[src/rtl/switch_debounce.sv]
// Two-flop synchronizer plus per-bit debounce counter for the board slide switches.
// Latency SW->SW_DB/strobes is DEBOUNCE_CYCLES+2 edges; no backpressure, strobes are registered single-cycle pulses.
module switch_debounce #(
  parameter int WIDTH           = 16,
  parameter int DEBOUNCE_CYCLES = 1_000_000,
  parameter int CNT_W           = (DEBOUNCE_CYCLES > 1) ? $clog2(DEBOUNCE_CYCLES) : 1
) (
  input  logic             CLK100MHZ,
  input  logic             CPU_RESETN,
  input  logic [WIDTH-1:0] SW,
  output logic [WIDTH-1:0] SW_DB,
  output logic [WIDTH-1:0] SW_RISE,
  output logic [WIDTH-1:0] SW_FALL,
  output logic             SW_CHANGE
);

  localparam logic [CNT_W-1:0] CNT_MAX = CNT_W'(DEBOUNCE_CYCLES - 1);

  logic [WIDTH-1:0] sync1;
  logic [WIDTH-1:0] sync2;
  logic [CNT_W-1:0] cnt     [WIDTH];
  logic [CNT_W-1:0] cnt_nxt [WIDTH];
  logic [WIDTH-1:0] db_nxt;
  logic [WIDTH-1:0] rise_nxt;
  logic [WIDTH-1:0] fall_nxt;

  // Any edge where sync2 matches the accepted state discards the partial count.
  always_comb begin
    db_nxt   = SW_DB;
    rise_nxt = '0;
    fall_nxt = '0;
    for (int i = 0; i < WIDTH; i++) begin
      cnt_nxt[i] = '0;
      if (sync2[i] != SW_DB[i]) begin
        if (cnt[i] == CNT_MAX) begin
          db_nxt[i]   = sync2[i];
          rise_nxt[i] = sync2[i];
          fall_nxt[i] = ~sync2[i];
        end else begin
          cnt_nxt[i] = cnt[i] + CNT_W'(1);
        end
      end
    end
  end

  always_ff @(posedge CLK100MHZ or negedge CPU_RESETN) begin
    if (!CPU_RESETN) begin
      sync1     <= '0;
      sync2     <= '0;
      SW_DB     <= '0;
      SW_RISE   <= '0;
      SW_FALL   <= '0;
      SW_CHANGE <= 1'b0;
      for (int i = 0; i < WIDTH; i++) begin
        cnt[i] <= '0;
      end
    end else begin
      sync1     <= SW;
      sync2     <= sync1;
      SW_DB     <= db_nxt;
      SW_RISE   <= rise_nxt;
      SW_FALL   <= fall_nxt;
      SW_CHANGE <= |(rise_nxt | fall_nxt);
      for (int i = 0; i < WIDTH; i++) begin
        cnt[i] <= cnt_nxt[i];
      end
    end
  end

endmodule

[config.mk]
export PLATFORM = sky130hd
export DESIGN_NAME = switch_debounce
export DESIGN_NICKNAME = d
export VERILOG_FILES = /design/src/rtl/switch_debounce.sv
export SDC_FILE = /design/constraint.sdc
export NUM_CORES = 1
export LEC_CHECK = 0
export ABC_AREA = 1
export BUFFER_PORTS_ARGS = -buffer_cell sky130_fd_sc_hd__buf_4
export CAP_MARGIN = 20
export CORE_ASPECT_RATIO = 1.1
export CORE_MARGIN = 4
export CORE_UTILIZATION = 50
export DETAILED_ROUTE_END_ITERATION = 8
export HOLD_SLACK_MARGIN = 0.15
export PLACE_DENSITY = 0.66
export REMOVE_ABC_BUFFERS = 1
export SLEW_MARGIN = 0
export SYNTH_ARGS = -nofsm -noshare
export SYNTH_HDL_FRONTEND = slang
export SYNTH_SLANG_ARGS = --single-unit
[constraint.sdc]
create_clock -name CLK100MHZ -period 2.7 [get_ports CLK100MHZ]
set_input_delay 0.54 -clock CLK100MHZ [delete_from_list [all_inputs] [get_ports CLK100MHZ]]
set_output_delay 0.54 -clock CLK100MHZ [all_outputs]
set_load 0.05 [all_outputs]
Yosys cells after proc, flatten, opt, wreduce, memory -nomap -nowiden
Index checks and enable logic that the tools add are counted.

storage, ports and cells
  register bits = 401
  bits of input ports = 18
  output and inout bits = 49
  logic and storage cells = 215

operators by class
  add/sub/neg operators = 16
  equality and inequality tests = 32
  multiplexer cells = 96
  bitwise logic cells = 17
  reduce and logical (&&, ||, !) cells = 17

operators with widths
  operator                 number
  $mux W20                 32
  $add A20 B1 Y20 const B  16
  $eq A20 B20 Y1 const B   16
  $mux W1                  64
  $reduce_and A2 Y1        16
  $ne A1 B1 Y1             16
  $not A1 Y1               16
  $or A16 B16 Y16          1
  $reduce_or A16 Y1        1

Longest topological paths before layout
Gate-level depths: netlist (run 1).

  depth in word-level cells = 5
  gate-level depth with buffers = 11
  depth with buffers taken out = 11

Least setup slack after synthesis (run 1)
Ideal clock, no wire load.

  kind = register to register
  start point = reg SW_DB[1]
  end point = reg cnt[296] (netlist name)
  setup time = 119 ps
  data arrival time = 1616 ps
  data required time = 2581 ps
  slack = 966 ps
  cell stages (with the launch flop) = 10
  buffers on the path = 1
  period minus slack after synthesis = 1734 ps
  cell sequence = dfrtp_1 inv_1 nand2_1 inv_1 nor2_1 inv_1 nand2_1 buf_4 a21oi_1 o21a_1

RTL lines
  what                             line  source
  from (decl)                      11    output logic [WIDTH-1:0] SW_DB,
  from (signal assigned)           60    SW_DB <= db_nxt;
  to (signal, indexed assignment)  65    cnt[i] <= cnt_nxt[i];
  to (decl)                        21    logic [CNT_W-1:0] cnt [WIDTH];

==> results of run 1 <==
## critical path: stages (launching register included)
cell and delay [ns]:
dfrtp_1 0.37, ha_1 0.21, inv_1 0.05, nor3_1 0.25, nand3_1 0.22, nand2_1 0.35
inv_1 0.14, o21ai_0 0.10, a21oi_1 0.07
## power by group through the flow
stage          logic (mW)  clock network (mW)  registers, mW
5_1_grt             0.513                7.03           6.16
4_1_cts             0.455                6.81           6.15
3_3_place_gp        0.420                   0           6.25
3_5_place_dp        0.433                   0           6.26
6_report            0.438                6.59           6.15
2_1_floorplan       0.203                   0           6.25
## area by class of cell
cell class	count	area share, %
Tap cell	507	2.79
Clock inverter	18	1.43
Inverter	334	5.51
Timing Repair Buffer	96	3.66
Clock buffer	61	5.65
Multi-Input combinational cell	1684	36.9
Sequential cell	401	44.1
## cells in the final DEF (no fill, tap or decap), types with 31 or more instances in the layout
| cell | netlist | layout |
|---|---|---|
| nand3_1 | 117 | 117 |
| xnor2_1 | 31 | 31 |
| xor2_1 | 64 | 64 |
| nand2_1 | 408 | 408 |
| dfrtp_1 | 401 | 401 |
| o21ai_0 | 73 | 73 |
| nor2_1 | 497 | 497 |
| a21oi_1 | 112 | 112 |
| nor3_1 | 133 | 133 |
| buf_4 | 3 | 73 |
| nand4_1 | 42 | 42 |
| clkbuf_16 | 0 | 45 |
| inv_1 | 318 | 318 |
## registers in the layout, indices dropped and copies added (netlist names)
name	flops
cnt	320
SW_DB	16
SW_FALL	16
SW_RISE	16
sync1	16
sync2	16
SW_CHANGE	1
## timing repair
action,4_1_cts,5_1_grt
hold buffers,17,0
setup endpoints to repair,0,0
hold endpoints to repair,74,0
## routing by layer
metal | share of wire, % | vias to the layer above | track usage [%]
met5 | 0 | - | 0
met4 | 2.9 | 0 | 6.59
met1 | 46 | 7384 | 25.6
met3 | 3.6 | 67 | 3.16
met2 | 48 | 186 | 32.4
li1 | - | 8023 | -
## through the flow
step           power (mW)  setup WS (ns)  instances  util (%)
6_report             13.2          0.823       3101      58.2
3_3_place_gp         6.68          0.874       3005      53.7
3_5_place_dp         6.69          0.840       3005      53.7
5_1_grt              13.7          0.556       3101      58.2
4_1_cts              13.4          0.819       3101      58.2
2_1_floorplan        6.45          0.869       2419         -
## cells by family (layout without fill, tap and decap cells)
kind of cell    after synthesis  in the layout  share of synthesized area [%]
xor+xnor                     95             95                           4.22
compound gates              228            228                           6.24
simple gates               1345           1345                           31.1
fa+ha+maj                    16             16                           1.02
flops                       401            401                           50.9
buf+inv                     338            509                           6.49
## path summary, 6_finish.rpt
| kind | endpoint | cells past startpoint |
|---|---|---|
| hold reg to reg | sync2[15] | 0 |
| setup / recovery | cnt[295] | 8 |
| max in group asynchronous | cnt[252] | 3 |
| setup reg to reg | cnt[295] | 8 |
| hold / removal | sync2[15] | 0 |
| min in group asynchronous | SW_FALL[13] | 2 |
==> impl_metrics.toml, run 1 <==
[cts]
clk_pin_slew_ns = 0.06
cts_buffers = 44
clk-insertion-delay-late_ns = 0.56
cts_buffer_depth = 3
cts_tree = "built"
cts_sinks = 401
cts-root-buf = "clkbuf_16"
htree_levels = 2
cts-resized-gates = 0
cts_setup_buffers = 0

[sta]
clock_skew_ns = 0.0116
rsz0062_at_grt = "no"
hold_viol = 0
slew_violations = 0
worst_pin_slew_ns = 0.631
slew_headroom_pct = 57.9
fin_crit_ns = 1.88
fmax_mhz = 533
setup_violations = 0
final.period_utilization_pct = 69.5
finalSetupTns_ns = 0
timing.hold.ws_ns = 0.342

[place]
dpl_cell_area_sq_mm = 0.0210
place.gp.congestion = 0.861
place_hpwl_um = 29200
portBuffers = 66

[pwr]
pwr-share-comb_pct = 3.3
sw_frac_of_total_pct = 21.0
switchingPower_mw = 2.77
clkPwrFrac_pct = 50.0
seqPwrFrac_pct = 46.7
internal-power_mw = 10.4
power_leakage_nw = 10.2
vdd_drop_max_mv = 0.577
powerDensity_mw_per_mm2 = 579

[yosys]
synth-edff-count = 0
syn-cell-area_sq_mm = 0.0197
synth.largest_area_cell = "dfrtp_1"
ys_top_cells_by_count = "nor2_1 (497), nand2_1 (408), dfrtp_1 (401), inv_1 (318), nor3_1 (133)"
synthFlopType = "dfrtp_1"
ys_seq_area_share_pct = 50.9
synth.avg_cell_area_sq_um = 8.13
synth_most_common_cell = "nor2_1"
yosys_warnings = 0
ys_seq_elements = 401
synth_top_cell_area_share_pct = 50.9
async_flop_share_pct = 100
synth_area_leaders = "dfrtp_1 (51%), nor2_1 (9.5%), nand2_1 (7.8%), inv_1 (6.1%), nor3_1 (3.4%)"
synth_cells = 2423
ys_types = 41

[floorplanning]
initial_core_util_pct = 50.4
row_count = 76
die_y_um = 216
core-area_sq_mm = 0.0391
io_pins = 67
dieWidth_um = 197
die_area_sq_mm = 0.0427

[detailed_routing]
first_pass_iters = 5
routed_wirelength_um = 40400
drc = 0
via_per_inst = 5.05
drt-wirelength-per-cell_um = 13.0
postRouteAntennaNets = 0
drt_iter0_markers = 799
vias = 15700

[finish]
diodes = 0
design_area_sq_mm = 0.0228
layout.nets = 2595
seqCellArea_sq_mm = 0.0100
layout-drive-gt1-share_pct = 10.6
synthToLayoutAreaGrowth_pct = 15.5
n_fill_cell = 3484
multi_input_area_sq_mm = 0.00839

[setup_path]
setup.worst_path.class = "reg -> reg"
end_kind = "flop"
r2r_slack_ns = 0.82
crit_start = "cnt[280]"
required_ns = 3.13
crit_arrival_ns = 2.31
r2r_start = "cnt[280]"
startpoint_type = "flop"
cp_max_fo = 11

[global_route]
grt_pass1_wl_um = 70800
antenna_found_initial = 0
grt_pass1_vias = 15600
globalRouteOverflowTotal = 0
track_usage_pct = 19.3
grt_max_degree = 72

[run_status]
outcome = "finished clean"

[min_path]
hold_start = "sync1[15]"
hold_class = "reg -> reg"

[run]
maxCapViolCount = 0
Note: power is estimated with default switching activity, not from simulation.
==> run 2: changes to the inputs <==
==> constraint.sdc (replaced) <==
create_clock -name CLK100MHZ -period 1.88 [get_ports CLK100MHZ]
set_input_delay 0.376 -clock CLK100MHZ [delete_from_list [all_inputs] [get_ports CLK100MHZ]]
set_output_delay 0.376 -clock CLK100MHZ [all_outputs]
set_load 0.05 [all_outputs]
==> impl_metrics.toml, run 2 (synthesized netlist as in run 1, its figures left out) <==
[finish]
layout-drive-gt1-share_pct = 12.1
largest_reg_flops = 320
finish.utilization_pct = 58.7
final_cell_mix = "nor2_1 (494), nand2_1 (405), dfrtp_1 (401), inv_1 (318), nor3_1 (131)"
regMostFlops = "cnt"
synthToLayoutAreaGrowth_pct = 16.4
final_cells = 3128
layout.nets = 2621
diodes = 0
layout_commonest_cell = "nor2_1"
design_area_sq_mm = 0.0229

[floorplanning]
dieWidth_um = 197
core-area_sq_mm = 0.0391
die_area_sq_mm = 0.0427
die_y_um = 216
row_count = 76
initial_core_util_pct = 50.4
io_pins = 67

[sta]
slew_headroom_pct = 68.5
finalSetupTns_ns = 0
slew_violations = 0
rsz0062_at_grt = "no"
worst_slack_ns = 0.162
hold_viol = 0
fmax_mhz = 582
clock_skew_ns = 0.00908
timing.hold.ws_ns = 0.349
worst_pin_slew_ns = 0.472
final.period_utilization_pct = 91.4
setup_violations = 0
fin_crit_ns = 1.72

[setup_path]
crit_arrival_ns = 2.21
worst-path-buf-inv = 1
crit_slowest_cell = "dfrtp_1"
cpLargestDelayFamily = "simple AND/OR/NAND/NOR gates"
crit_top_cell = "nand2_1"
end_kind = "flop"
cp_max_fo = 4
worstPathCellList = "or2_2 > nand2_1 > nand4_1 > nand2_1 > inv_1 > nand2_1 > nor2_1 > nand2_1"
setup.worst_path.class = "reg -> reg"
required_ns = 2.37
max_stage_delay_ns = 0.40
startpoint_type = "flop"

[global_route]
grt_max_degree = 61
globalRouteOverflowTotal = 0
grt_pass1_wl_um = 72400
grt_pass1_vias = 15800
track_usage_pct = 19.8
antenna_found_initial = 0

[pwr]
power_leakage_nw = 10.3
p_total_mw = 18.3
powerDensity_mw_per_mm2 = 798
vdd_drop_max_mv = 0.836

[detailed_routing]
vias = 15800
routed_wirelength_um = 41100
via_per_inst = 5.07
first_pass_iters = 6
drc = 0
drt_iter0_markers = 873
drt-wirelength-per-cell_um = 13.2
postRouteAntennaNets = 0

[run]
maxCapViolCount = 0

[place]
place.gp.congestion = 0.901
place_hpwl_um = 29400
dpl_cell_area_sq_mm = 0.0212
portBuffers = 66
dp_slack_ns = 0.0353
placed_cells = 3030

[cts]
cts-root-buf = "clkbuf_16"
cts_tree = "built"
cts_buffers = 45
cts_buffer_depth = 3
clk_pin_slew_ns = 0.06
cts_sinks = 401
htree_levels = 2
clk-insertion-delay-late_ns = 0.55

[run_status]
outcome = "finished clean"

[min_path]
hold_class = "in -> async"
==> run 2: cell types whose count changed in the layout (fill, tap and decap cells not counted), sizes merged <==
cell / before / now
inv: 334 / 335
buf: 79 / 104
clkinv: 5 / 14
clkinvlp: 4 / 1
bufinv: 9 / 4
==> run 2: area by class of cell <==
class,count,area (sq um)
well taps,507,634
repair buffers,121,1030
flip-flops and latches,401,10000
clock inverters,20,210
multi-input cells,1684,8480
clock buffers,61,1290
inverters,334,1250
fillers,3491,16200
==> run 2: path summary, 6_finish.rpt <==
check	startpoint	to	slack, ns	cells after the start
max in group asynchronous	CPU_RESETN	cnt[288]	0.84	3
setup reg to reg	SW_DB[6]	SW_CHANGE	0.16	8
min in group CLK100MHZ	sync1[10]	sync2[10]	0.35	0
hold reg to reg	sync1[10]	sync2[10]	0.35	0
hold / removal	CPU_RESETN	SW_FALL[13]	0.35	2
setup / recovery	SW_DB[6]	SW_CHANGE	0.16	8
==> run 2: metal layers <==
metal | vias to the layer above | share of wire [%] | GRT usage, %
met5 | - | 0 | 0
met4 | 0 | 3.3 | 7.51
met3 | 84 | 4.0 | 3.26
met2 | 247 | 47 | 33.0
met1 | 7450 | 45 | 26.1
li1 | 8068 | - | -
==> run 2: repair_timing <==
item                                   4_1_cts  5_1_grt
setup endpoints to repair                    0       62
buffers inserted                             0        0
endpoints found under the hold margin      254        0
gates resized for setup                      0       20
hold buffers                                17        0
==> run 2: where the power goes <==
part           switching [mW]  internal, mW
logic                   0.437         0.231
clock network            3.47          5.34
registers              0.0858          8.75
==> run 3: changes to the inputs <==
--- a/config.mk
+++ b/config.mk
@@ -10,10 +10,9 @@
 export CAP_MARGIN = 20
 export CORE_ASPECT_RATIO = 1.1
 export CORE_MARGIN = 4
-export CORE_UTILIZATION = 50
+export CORE_UTILIZATION = 45
 export DETAILED_ROUTE_END_ITERATION = 8
 export HOLD_SLACK_MARGIN = 0.15
-export PLACE_DENSITY = 0.66
 export REMOVE_ABC_BUFFERS = 1
 export SLEW_MARGIN = 0
 export SYNTH_ARGS = -nofsm -noshare
==> impl_metrics.toml, run 3 (synthesized netlist as in run 1, its figures left out) <==
[floorplanning]
die_area_sq_mm = 0.0472
core-area_sq_mm = 0.0433
initial_core_util_pct = 45.5
die_y_um = 227
io_pins = 67
row_count = 80
dieWidth_um = 208

[sta]
setup_violations = 0
clock_skew_ns = 0.0212
hold_viol = 0
final.period_utilization_pct = 93.8
finalSetupTns_ns = 0
fmax_mhz = 567
slew_headroom_pct = 66.1
timing.hold.ws_ns = 0.346
worst_pin_slew_ns = 0.509
worst_slack_ns = 0.116
fin_crit_ns = 1.76
slew_violations = 0

[detailed_routing]
postRouteAntennaNets = 0
first_pass_iters = 7
vias = 15700
drc = 0
drt_iter0_markers = 800
drt-wirelength-per-cell_um = 12.8
routed_wirelength_um = 41000
via_per_inst = 4.92

[pwr]
sw_frac_of_total_pct = 22.0
internal-power_mw = 14.3
switchingPower_mw = 4.04
vdd_drop_max_mv = 0.697
seqPwrFrac_pct = 48.1
powerDensity_mw_per_mm2 = 797
pwr-share-comb_pct = 3.8
power_leakage_nw = 10.3
clkPwrFrac_pct = 48.2

[setup_path]
crit_arrival_ns = 2.21
max_stage_delay_ns = 0.40
setup.worst_path.class = "reg -> reg"
startpoint_type = "flop"
reg2reg_depth = 7
rr_endpoint = "cnt[83]"
cp_max_fo = 7
cpLargestDelayFamily = "simple AND/OR/NAND/NOR gates"
required_ns = 2.33
r2r_slack_ns = 0.12
end_kind = "flop"
r2r_start = "cnt[80]"
worst-path-buf-inv = 2
worstPathCellList = "ha_1 > nand4_2 > inv_1 > nand4_1 > nand2_2 > buf_4 > nor3b_1"
path_depth = 7
crit_slowest_cell = "dfrtp_1"

[global_route]
antenna_found_initial = 1
grt_pass1_wl_um = 71700
globalRouteOverflowTotal = 0
track_usage_pct = 17.6
grt_max_degree = 46
grt_pass1_vias = 15600

[cts]
cts-root-buf = "clkbuf_16"
htree_levels = 2
cts_sinks = 401
clk-insertion-delay-late_ns = 0.57
cts_buffer_depth = 3
cts_buffers = 44
cts_tree = "built"
clk_pin_slew_ns = 0.06

[place]
portBuffers = 66
place.gp.congestion = 0.863
dp_slack_ns = 0.104
dpl_cell_area_sq_mm = 0.0214
place_hpwl_um = 29800

[finish]
layout.nets = 2626
finish.utilization_pct = 53.2
largest_reg_flops = 320
multi_input_area_sq_mm = 0.00844
regMostFlops = "cnt"
layout-drive-gt1-share_pct = 12.0
n_fill_cell = 4074
layout_commonest_cell = "nor2_1"
design_area_sq_mm = 0.0231
final_cell_mix = "nor2_1 (496), nand2_1 (405), dfrtp_1 (401), inv_1 (318), nor3_1 (133)"
seqCellArea_sq_mm = 0.0100
synthToLayoutAreaGrowth_pct = 17.0
diodes = 0

[run_status]
outcome = "finished clean"

[min_path]
min_path_cells = 0
worstHoldEndpoint = "sync2[15]"
hold_class = "reg -> reg"
hold_start = "sync1[15]"

[run]
maxCapViolCount = 0
-- run 3: cell types whose count changed in the layout (fill, tap and decap cells not counted), moves of 2 or more --
cell / previous run / this run
buf_4: 97 / 99
nor3_1: 131 / 133
nand2_2: 19 / 22
clkbuf_1: 6 / 3
nand3_2: 17 / 14
buf_12: 6 / 10
clkinv_2: 13 / 9
nand2_4: 6 / 3
clkinvlp_4: 1 / 3
nand3_1: 112 / 115
nor2_1: 494 / 496
nor2_2: 29 / 27
-- run 3: cell type report --
type,count,share of cell area (%)
Clock inverter,18,0.890
Sequential cell,401,43.5
Multi-Input combinational cell,1684,36.6
Clock buffer,59,5.59
Inverter,334,5.44
Timing Repair Buffer,127,4.89
Tap cell,574,3.11
-- run 3: how the worst max path moves through the flow --
stage | start | to | slack [ns]
floorplan | SW_DB[1] | cnt[291] | 0.05
global placement | SW_DB[11] | SW_CHANGE | 0.12
CTS | cnt[180] | cnt[183] | 0.09
detailed placement | cnt[180] | cnt[183] | 0.10
finish | cnt[80] | cnt[83] | 0.12
global route | cnt[240] | cnt[251] | -0.03
-- run 3: routing by layer --
layer / track usage, % / share of wire, %
met2: 29.8 / 47
met5: 0 / 0.032
met1: 23.4 / 47
met3: 2.87 / 3.6
met4: 5.59 / 2.3
-- run 3: per-stage QoR --
step / total power [mW] / std cells
detailed placement: 9.67 / 3102
global placement: 9.65 / 3102
global route: 19.1 / 3197
finish: 18.4 / 3197
floorplan: 9.26 / 2419
CTS: 18.7 / 3196
-- run 3: power by group through the flow --
stage               sequential (mW)  combinational (mW)  clock, mW
finish                         8.84               0.692       8.86
global route                   8.84               0.808       9.49
CTS                            8.83               0.714       9.16
detailed placement             8.99               0.681          0
global placement               8.99               0.665          0
floorplan                      8.97               0.292          0
-- run 3: timing repair --
item / in CTS / in global routing
resized for setup: 0 / 11
hold buffers: 17 / 0
hold endpoints to repair: 280 / 0
setup endpoints to repair: 0 / 37
setup buffers: 0 / 1
-- run 3: worst register-to-register path, delay by kind of cell (launching register included) --
kind	cells	cell delay (ns)
simple gates	4	0.72
flops	1	0.40
buf+inv	2	0.28
fa+ha+maj	1	0.26
